[src/rtl/fifo_pkg.sv]
`default_nettype none
// ============================================================================
//  Module      : fifo_pkg
//  Description : Shared defaults and drain state encoding for the FIFO drain
//                controller and its output buffer.
//  Revision    : 1.0 - initial release
// ============================================================================
package fifo_pkg;

   localparam int DATA_WIDTH_DEF = 128;
   localparam int LEN_W_DEF      = 9;

   typedef enum logic [2:0] {
      S_IDLE  = 3'd0,
      S_READ  = 3'd1,
      S_GAP   = 3'd2,
      S_DRAIN = 3'd3,
      S_DONE  = 3'd4
   } drain_state_t;

endpackage
`default_nettype wire

[src/rtl/fifo_out_buf.sv]
`default_nettype none
// ============================================================================
//  Module      : fifo_out_buf
//  Description : Two-entry in-order output buffer with valid/ready read side.
//                Exposes its occupancy so the producer can reserve a slot
//                before issuing a read.
//  Revision    : 1.0 - initial release
// ============================================================================
module fifo_out_buf
   import fifo_pkg::*;
#(
   parameter int DATA_WIDTH = DATA_WIDTH_DEF
)
(
   input  logic                  clk,
   input  logic                  rstn,
   input  logic                  wr_en,
   input  logic [DATA_WIDTH-1:0] wr_data,
   output logic                  valid,
   input  logic                  ready,
   output logic [DATA_WIDTH-1:0] data,
   output logic [1:0]            count
);

   logic [DATA_WIDTH-1:0] mem [2];
   logic                  wr_ptr;
   logic                  rd_ptr;
   logic [1:0]            occ;
   logic                  push;
   logic                  pop;

   assign pop   = valid && ready;
   // A full buffer can still accept a word in the same cycle one leaves.
   assign push  = wr_en && ((occ != 2'd2) || pop);
   assign valid = (occ != 2'd0);
   assign data  = mem[rd_ptr];
   assign count = occ;

   // Storage, pointers and occupancy; push+pop in one cycle keeps occupancy.
   always_ff @(posedge clk) begin
      if (!rstn) begin
         mem[0] <= '0;
         mem[1] <= '0;
         wr_ptr <= 1'b0;
         rd_ptr <= 1'b0;
         occ    <= 2'd0;
      end else begin
         if (push) begin
            mem[wr_ptr] <= wr_data;
            wr_ptr      <= ~wr_ptr;
         end
         if (pop) begin
            rd_ptr <= ~rd_ptr;
         end
         case ({push, pop})
            2'b10:   occ <= occ + 2'd1;
            2'b01:   occ <= occ - 2'd1;
            default: occ <= occ;
         endcase
      end
   end

endmodule
`default_nettype wire

[src/rtl/fifo_drain_ctrl.sv]
`default_nettype none
// ============================================================================
//  Module      : fifo_drain_ctrl
//  Description : Drains a requested number of words from an upstream FIFO
//                (registered empty flag, one-cycle read latency) into a
//                valid/ready output stream, flagging the final word and
//                pulsing done at burst completion.
//  Revision    : 1.0 - initial release
// ============================================================================
module fifo_drain_ctrl
   import fifo_pkg::*;
#(
   parameter int DATA_WIDTH = DATA_WIDTH_DEF,
   parameter int LEN_W      = LEN_W_DEF
)
(
   input  logic                  clk,
   input  logic                  rstn,
   input  logic                  i_start,
   input  logic [LEN_W-1:0]      i_len,
   output logic                  o_busy,
   output logic                  o_done,
   output logic                  o_rden,
   input  logic                  i_empty,
   input  logic [DATA_WIDTH-1:0] i_rddata,
   output logic                  o_valid,
   input  logic                  i_ready,
   output logic [DATA_WIDTH-1:0] o_data,
   output logic                  o_last
);

   drain_state_t     state;
   logic [LEN_W-1:0] rd_cnt;
   logic [LEN_W-1:0] beat_cnt;
   logic             rd_pending;
   logic [1:0]       occ;
   logic             slot_free;
   logic             xfer;

   // A word already requested but not yet captured still needs a slot.
   assign slot_free = (({1'b0, occ} + {2'b00, rd_pending}) < 3'd2);

   // The read strobe must react to the current empty flag, so it is decoded
   // from the registered state rather than registered itself.
   assign o_rden = (state == S_READ) && !i_empty && slot_free;
   assign xfer   = o_valid && i_ready;
   assign o_last = o_valid && (beat_cnt == LEN_W'(1));
   // Busy covers the accepting cycle as well as every non-idle state.
   assign o_busy = (state != S_IDLE) || (rstn && i_start);

   // Burst sequencing, read/beat counters and the done pulse.
   always_ff @(posedge clk) begin
      if (!rstn) begin
         state      <= S_IDLE;
         rd_cnt     <= '0;
         beat_cnt   <= '0;
         rd_pending <= 1'b0;
         o_done     <= 1'b0;
      end else begin
         o_done     <= 1'b0;
         rd_pending <= o_rden;
         if (o_rden && (rd_cnt != '0)) begin
            rd_cnt <= rd_cnt - LEN_W'(1);
         end
         if (xfer && (beat_cnt != '0)) begin
            beat_cnt <= beat_cnt - LEN_W'(1);
         end
         case (state)
            S_IDLE: begin
               if (i_start) begin
                  if (i_len != '0) begin
                     state    <= S_READ;
                     rd_cnt   <= i_len;
                     beat_cnt <= i_len;
                  end else begin
                     state  <= S_DONE;
                     o_done <= 1'b1;
                  end
               end
            end
            S_READ: begin
               if (o_rden) begin
                  state <= S_GAP;
               end
            end
            S_GAP: begin
               state <= (rd_cnt != '0) ? S_READ : S_DRAIN;
            end
            S_DRAIN: begin
               if ((xfer && (beat_cnt == LEN_W'(1))) || (beat_cnt == '0)) begin
                  state  <= S_DONE;
                  o_done <= 1'b1;
               end
            end
            S_DONE: begin
               state <= S_IDLE;
            end
            default: begin
               state <= S_IDLE;
            end
         endcase
      end
   end

   fifo_out_buf #(
      .DATA_WIDTH (DATA_WIDTH)
   ) u_out_buf (
      .clk     (clk),
      .rstn    (rstn),
      .wr_en   (rd_pending),
      .wr_data (i_rddata),
      .valid   (o_valid),
      .ready   (i_ready),
      .data    (o_data),
      .count   (occ)
   );

endmodule
`default_nettype wire
[config.mk]
export PLATFORM = sky130hd
export DESIGN_NAME = fifo_drain_ctrl
export DESIGN_NICKNAME = d
export VERILOG_FILES = /design/src/rtl/fifo_pkg.sv /design/src/rtl/fifo_out_buf.sv /design/src/rtl/fifo_drain_ctrl.sv
export SDC_FILE = /design/constraint.sdc
export NUM_CORES = 1
export LEC_CHECK = 0
export ABC_CLOCK_PERIOD_IN_PS = 27600
export CAP_MARGIN = 15
export CORE_MARGIN = 2
export CORE_UTILIZATION = 35
export DETAILED_ROUTE_END_ITERATION = 10
export DONT_BUFFER_PORTS = 1
export PLACE_DENSITY = 0.53
export SLEW_MARGIN = 20
export SYNTH_ARGS = -nofsm -noshare
export SYNTH_HDL_FRONTEND = slang
export SYNTH_SLANG_ARGS = --single-unit
[constraint.sdc]
create_clock -name clk -period 27.6 [get_ports clk]
set_clock_uncertainty 0.2 [all_clocks]
set_input_delay 5.52 -clock clk [delete_from_list [all_inputs] [get_ports clk]]
set_output_delay 5.52 -clock clk [all_outputs]
set_load 0.05 [all_outputs]
==> results of run 1 <==
-- stage by stage --
stage,cells,instance area (um^2)
floorplan,862,12580
global placement,1282,12950
detailed placement,1282,12950
CTS,1338,13860
global route,1338,13860
finish,1338,13860
-- logic make-up (layout without fill, tap and decap cells) --
| group | count (synthesis) | in the layout | share of synthesized area, % |
|---|---|---|---|
| flops | 284 | 284 | 65.57 |
| simple gates | 319 | 319 | 15.83 |
| xor+xnor | 8 | 8 | 0.5571 |
| compound gates | 59 | 59 | 3.322 |
| fa+ha+maj | 4 | 4 | 0.3979 |
| buf+inv | 58 | 73 | 2.696 |
| mux | 130 | 130 | 11.63 |
-- flip-flops by register name, indices dropped and copies added, names as in the netlist, named ones only --
signal and count:
state 3, u_out_buf.rd_ptr 1, u_out_buf.wr_ptr 1, rd_cnt 9, u_out_buf.mem 256, beat_cnt 9
o_done 1, u_out_buf.count 2, rd_pending 1
-- area by class of cell --
cell class                 count  area, um^2
clock inverter                16       95.09
multi-input combinational    520        4026
inverter                       8       30.03
timing repair buffer           9       67.56
sequential                   284        8252
fill                        3338       21630
tap                          461       576.8
clock buffer                  40       809.5
-- Yosys cell counts (all sizes together), types with 2 or more instances --
cell type    n  share of area (%)
and2       261                 13
edfxtp     256                 61
mux2       129                 12
clkbuf      28               0.84
dfxtp       28                4.5
buf         22                1.6
o21ai       16               0.73
a21oi       12               0.48
a31oi        9               0.45
nor2         9               0.27
inv          8               0.24
xnor2        6               0.42
nand2        5               0.17
nand3        5               0.20
nand4        5               0.25
nor3         5               0.20
o31ai        5               0.41
or3          5               0.25
or4          5               0.33
ha           4               0.40
or4b         4               0.32
a211oi       3               0.28
a21boi       3               0.18
nor4         3               0.15
or2          3               0.15
and3         2              0.099
nor3b        2               0.16
o21a         2               0.18
or3b         2               0.14
xor2         2               0.14
-- worst max-delay path: cells and delay by family --
family | cells | cell delay, ps
AO/OA/AOI/OAI | 1 | 280
AND/OR/NAND/NOR | 1 | 190
buffers and inverters | 1 | 410
-- report_power, final --
part	internal (mW)	leakage [nW]	switching, mW
registers	0.489	2.88	0.0124
clock network	0.214	0.440	0.161
logic	0.0332	1.67	0.109
-- worst paths after layout --
path                                    from  cells after the start                                  to
max                                  i_empty                      3                              o_rden
min                   beat_cnt[8]$_SDFF_PN0_                      2              beat_cnt[8]$_SDFF_PN0_
max reg2reg  u_out_buf.count[0]$_SDFFE_PN0P_                      3  u_out_buf.mem[1][55]$_SDFFCE_PN0P_
min reg2reg           beat_cnt[8]$_SDFF_PN0_                      2              beat_cnt[8]$_SDFF_PN0_
-- per-layer routing --
metal	vias up	part of all wire, %	global-route usage [%]
met5	-	0	0
met4	0	2.1	3.393
met3	37	9.8	5.666
met2	204	47	22.16
met1	3213	41	16.67
li1	3095	-	-
==> results.cfg, run 1 <==
[run_status]
status = complete, no violations

[place]
io_buffers = 0
hpwl_mm = 16.17
pre_cts_ws_ps = 15500
gp_congestion = 0.7814

[clock_tree]
numClockSinks = 284
clk_pin_slew_ps = 60
cts_hold_buf = 0
cts.repair_timing.setup_buffer_count = 0
insertion_delay_ps = 570
cts_root_buf = clkbuf_16
htreeDepth = 1
cts_buffers = 31
cts_tree = done
clk_path_buf_depth = 3
cts_resized = 0

[grt]
grt_first_pass_wirelength_mm = 39.96
gr-total-overflow = 0
grt_usage_pct = 13.58
grt_max_degree = 72
antenna_found_initial = 0
grt_pass1_vias = 6665

[worst_setup_path]
r2r_setup_slack_ps = 24970
cp_cell_sequence = a211oi_4 > nand2_2 > inv_1
path_max_fanout = 10
required_ps = 21880
crit_path_end_kind = primary output
crit_arrival_ps = 6400
path_class = in -> out
start_kind = input pin
crit_slowest_cell = inv_1
slowest_delay_ps = 410

[logic_synthesis]
syn_avg_cell_area_um2 = 14.59
yosysWarnings = 0
synth_cells = 862
synth-edff-count = 256
postSynth.asyncResetShare_pct = 0
synth_ff_type = edfxtp_1
netlist_area_um2 = 12580
synth_nets = 1008
ys_seq_elements = 284
synth_cell_types = 55
ys_seq_area_share_pct = 65.57

[drt]
vias = 6549
ant_nets = 0
drcViolationCount = 0
detail_route.first_pass.iterations = 4
vias_per_cell = 4.895
post_drt_wl_per_cell_um = 19.72
wl_mm = 26.38
drt_iter0_drc = 361

[timing]
drv_slew = 0
rsz0062_at_grt = false
hold_violations = 0
finalSetupTns_ps = 0
relSlewSlack_pct = 30.95
max_freq_ghz = 0.08252
final-setup-viol-count = 0
worstMarginPinSlew_ps = 1036
post-route-period-util_pct = 43.91
period_needed_ps = 12120
worst_slack_ps = 15480
whs_ps = 297.2

[cells_and_area]
areaGrowthSynthToFinish_pct = 10.17
final_nets = 1000
antennaDiodeCount = 0
mostFrequentLayoutCell = and2_1
final_cell_mix = and2_1 (261), edfxtp_1 (256), mux2_2 (129)
fin_util_pct = 39.05
layout-drive-gt1-share_pct = 22.12

[floorplanning]
die-area_um2 = 37470
die-height_um = 193.6
start_util_pct = 35.45
num_rows = 69
die_x_um = 193.6
core_um2 = 35480
ios = 275

[power]
irDropWorstVdd_mv = 0.05125
power_density_nw_per_um2 = 73.47
total_power_mw = 1.018
p_leak_nw = 4.989

[run]
maxCapViolations = 0

[min_path]
hold_path_class = reg -> reg
Power figures use the tool's default switching activity.
==> run 2: changes to the inputs <==
ABC_AREA = 1   (was default)
ABC_CLOCK_PERIOD_IN_PS = 11310   (was 27600)
clock period = 11.31 ns   (was 27.6 ns; I/O delays follow)
==> results.cfg, run 2 <==
[run_status]
status = complete, no violations

[worst_setup_path]
critical_path.top_delay_family = compound AO/OA/AOI/OAI gates
crit_path_end_kind = primary output
reg2regPathDepth = 7
path_class = in -> out
path_max_fanout = 17
cp_num_cells = 2
required_ps = 8850
start_kind = input pin
cp_num_buf_inv = 1
crit_slowest_cell = o21ai_1
cp_cell_sequence = inv_1 > o21ai_1
slowest_delay_ps = 770
crit_arrival_ps = 3140

[cells_and_area]
largest_register = u_out_buf.mem
layout-drive-gt1-share_pct = 18.41
final_cell_mix = nor2_1 (304), edfxtp_1 (256), inv_1 (162)
fin_util_pct = 39.37
seqCellArea_um2 = 8252
fillers = 3428
largest_registers = u_out_buf.mem x256, beat_cnt x9, rd_cnt x9
largest_reg_flops = 256
mostFrequentLayoutCell = nor2_1
multi_input_area_um2 = 3443
areaGrowthSynthToFinish_pct = 11.28
final_nets = 1217

[floorplanning]
start_util_pct = 35.38
die-area_um2 = 37310
num_rows = 69
die_x_um = 193.2
die-height_um = 193.2
ios = 275
core_um2 = 35400

[timing]
rsz0062_at_grt = false
hold_violations = 0
period_needed_ps = 5606
drv_slew = 0
final-setup-viol-count = 0
max_freq_ghz = 0.1784
finalSetupTns_ps = 0
worst_slack_ps = 5704
post-route-period-util_pct = 49.57
worstMarginPinSlew_ps = 1035
relSlewSlack_pct = 30.99

[grt]
antenna_found_initial = 2
grt_usage_pct = 13.97
grt_max_degree = 73
grt_pass1_vias = 6982
gr-total-overflow = 0
grt_first_pass_wirelength_mm = 39.90

[place]
io_buffers = 0
pre_cts_ws_ps = 5710
gp_congestion = 0.8071
hpwl_mm = 17.19

[logic_synthesis]
synth_ff_type = edfxtp_1
synth_cells = 1076
synthDominantCellAreaShare_pct = 61.39
syn_avg_cell_area_um2 = 11.64
postSynth.asyncResetShare_pct = 0
synth_cell_types = 31
synth-edff-count = 256
synth.area.top_cells = edfxtp_1 (61%), mux2_2 (12%), nor2_1 (9.1%)
yosysWarnings = 0
ys_seq_elements = 284
synth_most_common_cell = nor2_1
synth_nets = 1222
netlist_area_um2 = 12520
synth.cells.most_frequent = nor2_1 (304), edfxtp_1 (256), inv_1 (162), mux2_2 (128), nand2_1 (60)
ys_seq_area_share_pct = 65.87
netlist.top_cell.by_area = edfxtp_1

[clock_tree]
cts_resized = 0
clk_pin_slew_ps = 60
cts.repair_timing.setup_buffer_count = 0
cts_buffers = 31
cts_hold_buf = 0
numClockSinks = 284
clk_path_buf_depth = 3
cts_tree = done
cts_root_buf = clkbuf_16
insertion_delay_ps = 560
htreeDepth = 1

[drt]
detail_route.first_pass.iterations = 5
vias_per_cell = 4.676
vias = 7266
post_drt_wl_per_cell_um = 17.82
ant_nets = 0
drt_iter0_drc = 302
drcViolationCount = 0
wl_mm = 27.70

[power]
p_leak_nw = 5.837
irDropWorstVdd_mv = 0.1187
power_density_nw_per_um2 = 195.0

[run]
maxCapViolations = 0

[min_path]
min_delay_path_depth = 1
hold_path_class = reg -> reg
-- run 2: changes by cell type after synthesis, moves of 14 or more --
cell	delta
and2_1	-261
buf_6	-14
nand3_1	+15
nand2_1	+56
nor2_1	+295
clkbuf_1	-22
inv_1	+155
buf_2	+29
-- run 2: path summary, 6_finish.rpt --
kind	slack, ps	start	end
min reg2reg	270	u_out_buf.rd_ptr$_SDFFE_PN0P_	flip-flop
max	5700	rstn	o_busy
max reg2reg	7680	u_out_buf.count[0]$_SDFFE_PN0P_	u_out_buf.mem[0][4]$_SDFFCE_PN0P_
min	270	u_out_buf.rd_ptr$_SDFFE_PN0P_	flip-flop
-- run 2: area by class of cell --
type                            count  share of cell area, %
Antenna cell                        1                0.01796
Clock buffer                       38                  5.756
Sequential cell                   284                  59.22
Inverter                          167                  4.499
Multi-Input combinational cell    580                  24.71
Tap cell                          461                  4.139
Timing Repair Buffer                7                 0.3771
Clock inverter                     16                  1.284
-- run 2: cell families (layout without fill, tap and decap cells) --
family | count (synthesis) | count (layout) | share of synthesized area, %
xor+xnor | 12 | 12 | 0.8393
mux | 128 | 128 | 11.51
simple gates | 405 | 405 | 13.16
compound gates | 31 | 31 | 1.409
fa+ha+maj | 4 | 4 | 0.3997
buf+inv | 212 | 228 | 6.814
other cells | 0 | 1 | 0
flops | 284 | 284 | 65.87
-- run 2: power breakdown --
group	internal [mW]	total, mW	switching (mW)	leakage, nW
Combinational	0.119	0.490	0.371	2.48
Sequential	1.21	1.24	0.0322	2.88
Clock	0.589	0.988	0.399	0.477
Total	1.91	2.72	0.802	5.84
-- run 2: stage by stage --
step | power (mW) | hold WS [ps] | instance area, um^2 | instances
6_report | 2.717 | 265.4 | 13930 | 1554
5_1_grt | 2.833 | 300.6 | 13930 | 1554
4_1_cts | 2.753 | 267.2 | 13930 | 1553
3_5_place_dp | 1.758 | 249.4 | 12950 | 1499
3_3_place_gp | 1.754 | 233.3 | 12950 | 1499
2_1_floorplan | 1.690 | 225.6 | 12520 | 1076
-- run 2: per-layer routing --
layer | part of all wire [%] | vias to the layer above | global-route usage, %
li1 | - | 3507 | -
met1 | 41 | 3510 | 16.99
met2 | 48 | 199 | 23.52
met4 | 2.5 | 2 | 4.429
met5 | 0.058 | - | 0
met3 | 8.5 | 48 | 4.525
==> run 3: changes to the inputs <==
ABC_AREA = 0   (was 1)
ABC_CLOCK_PERIOD_IN_PS = 4750   (was 11310)
PLACE_DENSITY = 0.55   (was 0.53)
clock period = 4.75 ns   (was 11.31 ns; I/O delays follow)
==> results.cfg, run 3 (synthesized netlist as in run 1, its figures left out) <==
[worst_setup_path]
path_max_fanout = 7
crit_arrival_ps = 2360
critical_path.top_delay_family = simple AND/OR/NAND/NOR gates
path_class = reg -> out
slowest_delay_ps = 620
cp_cell_sequence = nor4_1 > and2_1 > and3_1
cp_num_buf_inv = 0
reg2regPathDepth = 6
crit_slowest_cell = nor4_1
reg2reg_from = u_out_buf.count[1]$_SDFFE_PN0P_
crit_path_end_kind = primary output
required_ps = 3600
critPathCapture = o_last
cp_num_cells = 3
start_kind = flip-flop
worst_r2r_endpoint = u_out_buf.mem[0][12]$_SDFFCE_PN0P_
crit_start = beat_cnt[2]$_SDFF_PN0_
r2r_setup_slack_ps = 1980

[clock_tree]
cts_hold_buf = 0
cts.repair_timing.setup_buffer_count = 0
insertion_delay_ps = 550
cts_root_buf = clkbuf_16
htreeDepth = 1
cts_buffers = 31
cts_resized = 0
clk_path_buf_depth = 3
clk_pin_slew_ps = 50
cts_tree = done
numClockSinks = 284

[cells_and_area]
largest_reg_flops = 256
final_nets = 1003
mostFrequentLayoutCell = and2_1
final_cell_mix = and2_1 (261), edfxtp_1 (256), mux2_2 (129)
largest_register = u_out_buf.mem
areaGrowthSynthToFinish_pct = 11.10
design_area_um2 = 13970
largest_registers = u_out_buf.mem x256, beat_cnt x9, rd_cnt x9
layout-drive-gt1-share_pct = 22.87

[drt]
post_drt_wl_per_cell_um = 19.99
ant_nets = 0
vias = 6600
vias_per_cell = 4.918
drcViolationCount = 0
drt_iter0_drc = 234
detail_route.first_pass.iterations = 4
wl_mm = 26.82

[floorplanning]
num_rows = 69
ios = 275
start_util_pct = 35.45
core_um2 = 35480
die-area_um2 = 37470
die_x_um = 193.6
die-height_um = 193.6

[timing]
max_freq_ghz = 0.2845
final-setup-viol-count = 0
rsz0062_at_grt = false
post-route-period-util_pct = 73.99
worstMarginPinSlew_ps = 1029
period_needed_ps = 3514
drv_slew = 0
finalSetupTns_ps = 0
relSlewSlack_pct = 31.17
worst_slack_ps = 1236
hold_violations = 0

[grt]
antenna_found_initial = 2
gr-total-overflow = 0
grt_max_degree = 79
grt_pass1_vias = 6619
grt_usage_pct = 13.98
grt_first_pass_wirelength_mm = 40.75

[place]
gp_congestion = 0.8322
dpl_cell_area_um2 = 13040
pre_cts_ws_ps = 1686
io_buffers = 0
hpwl_mm = 16.75

[min_path]
min_from = rd_cnt[8]$_SDFF_PN0_
hold_path_class = reg -> reg
min_delay_path_depth = 2

[power]
power_density_nw_per_um2 = 427.6
irDropWorstVdd_mv = 0.3040
p_leak_nw = 5.042

[run]
maxCapViolations = 0

[run_status]
status = complete, no violations
run 3: changes by cell type in the layout (fill, tap and decap cells not counted), moves of 8 or more:
| cell | previous run | this run |
|---|---|---|
| a31oi_1 | 1 | 9 |
| and2_1 | 0 | 261 |
| inv_1 | 162 | 7 |
| nand2_1 | 57 | 4 |
| nand3_1 | 20 | 5 |
| nor2_1 | 304 | 8 |
run 3: layout make-up:
cell class	count	area (um^2)
Antenna cell	2	5.005
Sequential cell	284	8252
Inverter	8	30.03
Clock buffer	45	858.3
Timing Repair Buffer	12	152.6
Fill cell	3312	21510
Multi-Input combinational cell	520	4026
Tap cell	461	576.8
Clock inverter	10	73.82
run 3: routing by layer:
metal  vias up  wire, um  GRT usage, %
li1       3107         -             -
met1      3214     11060         17.68
met2       236     12280         22.13
met3        43      2761         5.160
met4         0       725         4.750
met5         -         0             0
run 3: through the flow:
stage / power [mW] / hold slack [ps] / cells / utilization [%]
5_1_grt: 6.221 / 297.4 / 1340 / 39.37
2_1_floorplan: 3.697 / 254.5 / 862 / -
3_3_place_gp: 3.810 / 283.9 / 1285 / 36.74
3_5_place_dp: 3.815 / 291.8 / 1285 / 36.74
6_report: 5.976 / 296.7 / 1342 / 39.38
4_1_cts: 6.075 / 284.4 / 1340 / 39.37
run 3: power by group:
group          internal, mW  total (mW)  switching [mW]
Sequential             2.84        2.91          0.0661
Clock                  1.29        2.22           0.932
Combinational         0.202       0.844           0.642
run 3: worst min path at each step:
stage | end | slack [ps]
after CTS | flip-flop | 280
after detailed placement | beat_cnt[8]$_SDFF_PN0_ | 290
after global placement | beat_cnt[8]$_SDFF_PN0_ | 280
after global routing | flip-flop | 300
final | rd_cnt[8]$_SDFF_PN0_ | 300
after floorplan | beat_cnt[8]$_SDFF_PN0_ | 250
run 3: worst min-delay path: cells and delay by family (launching register included):
family          cells  cell delay, ps
compound gates      2             150
flops               1             300
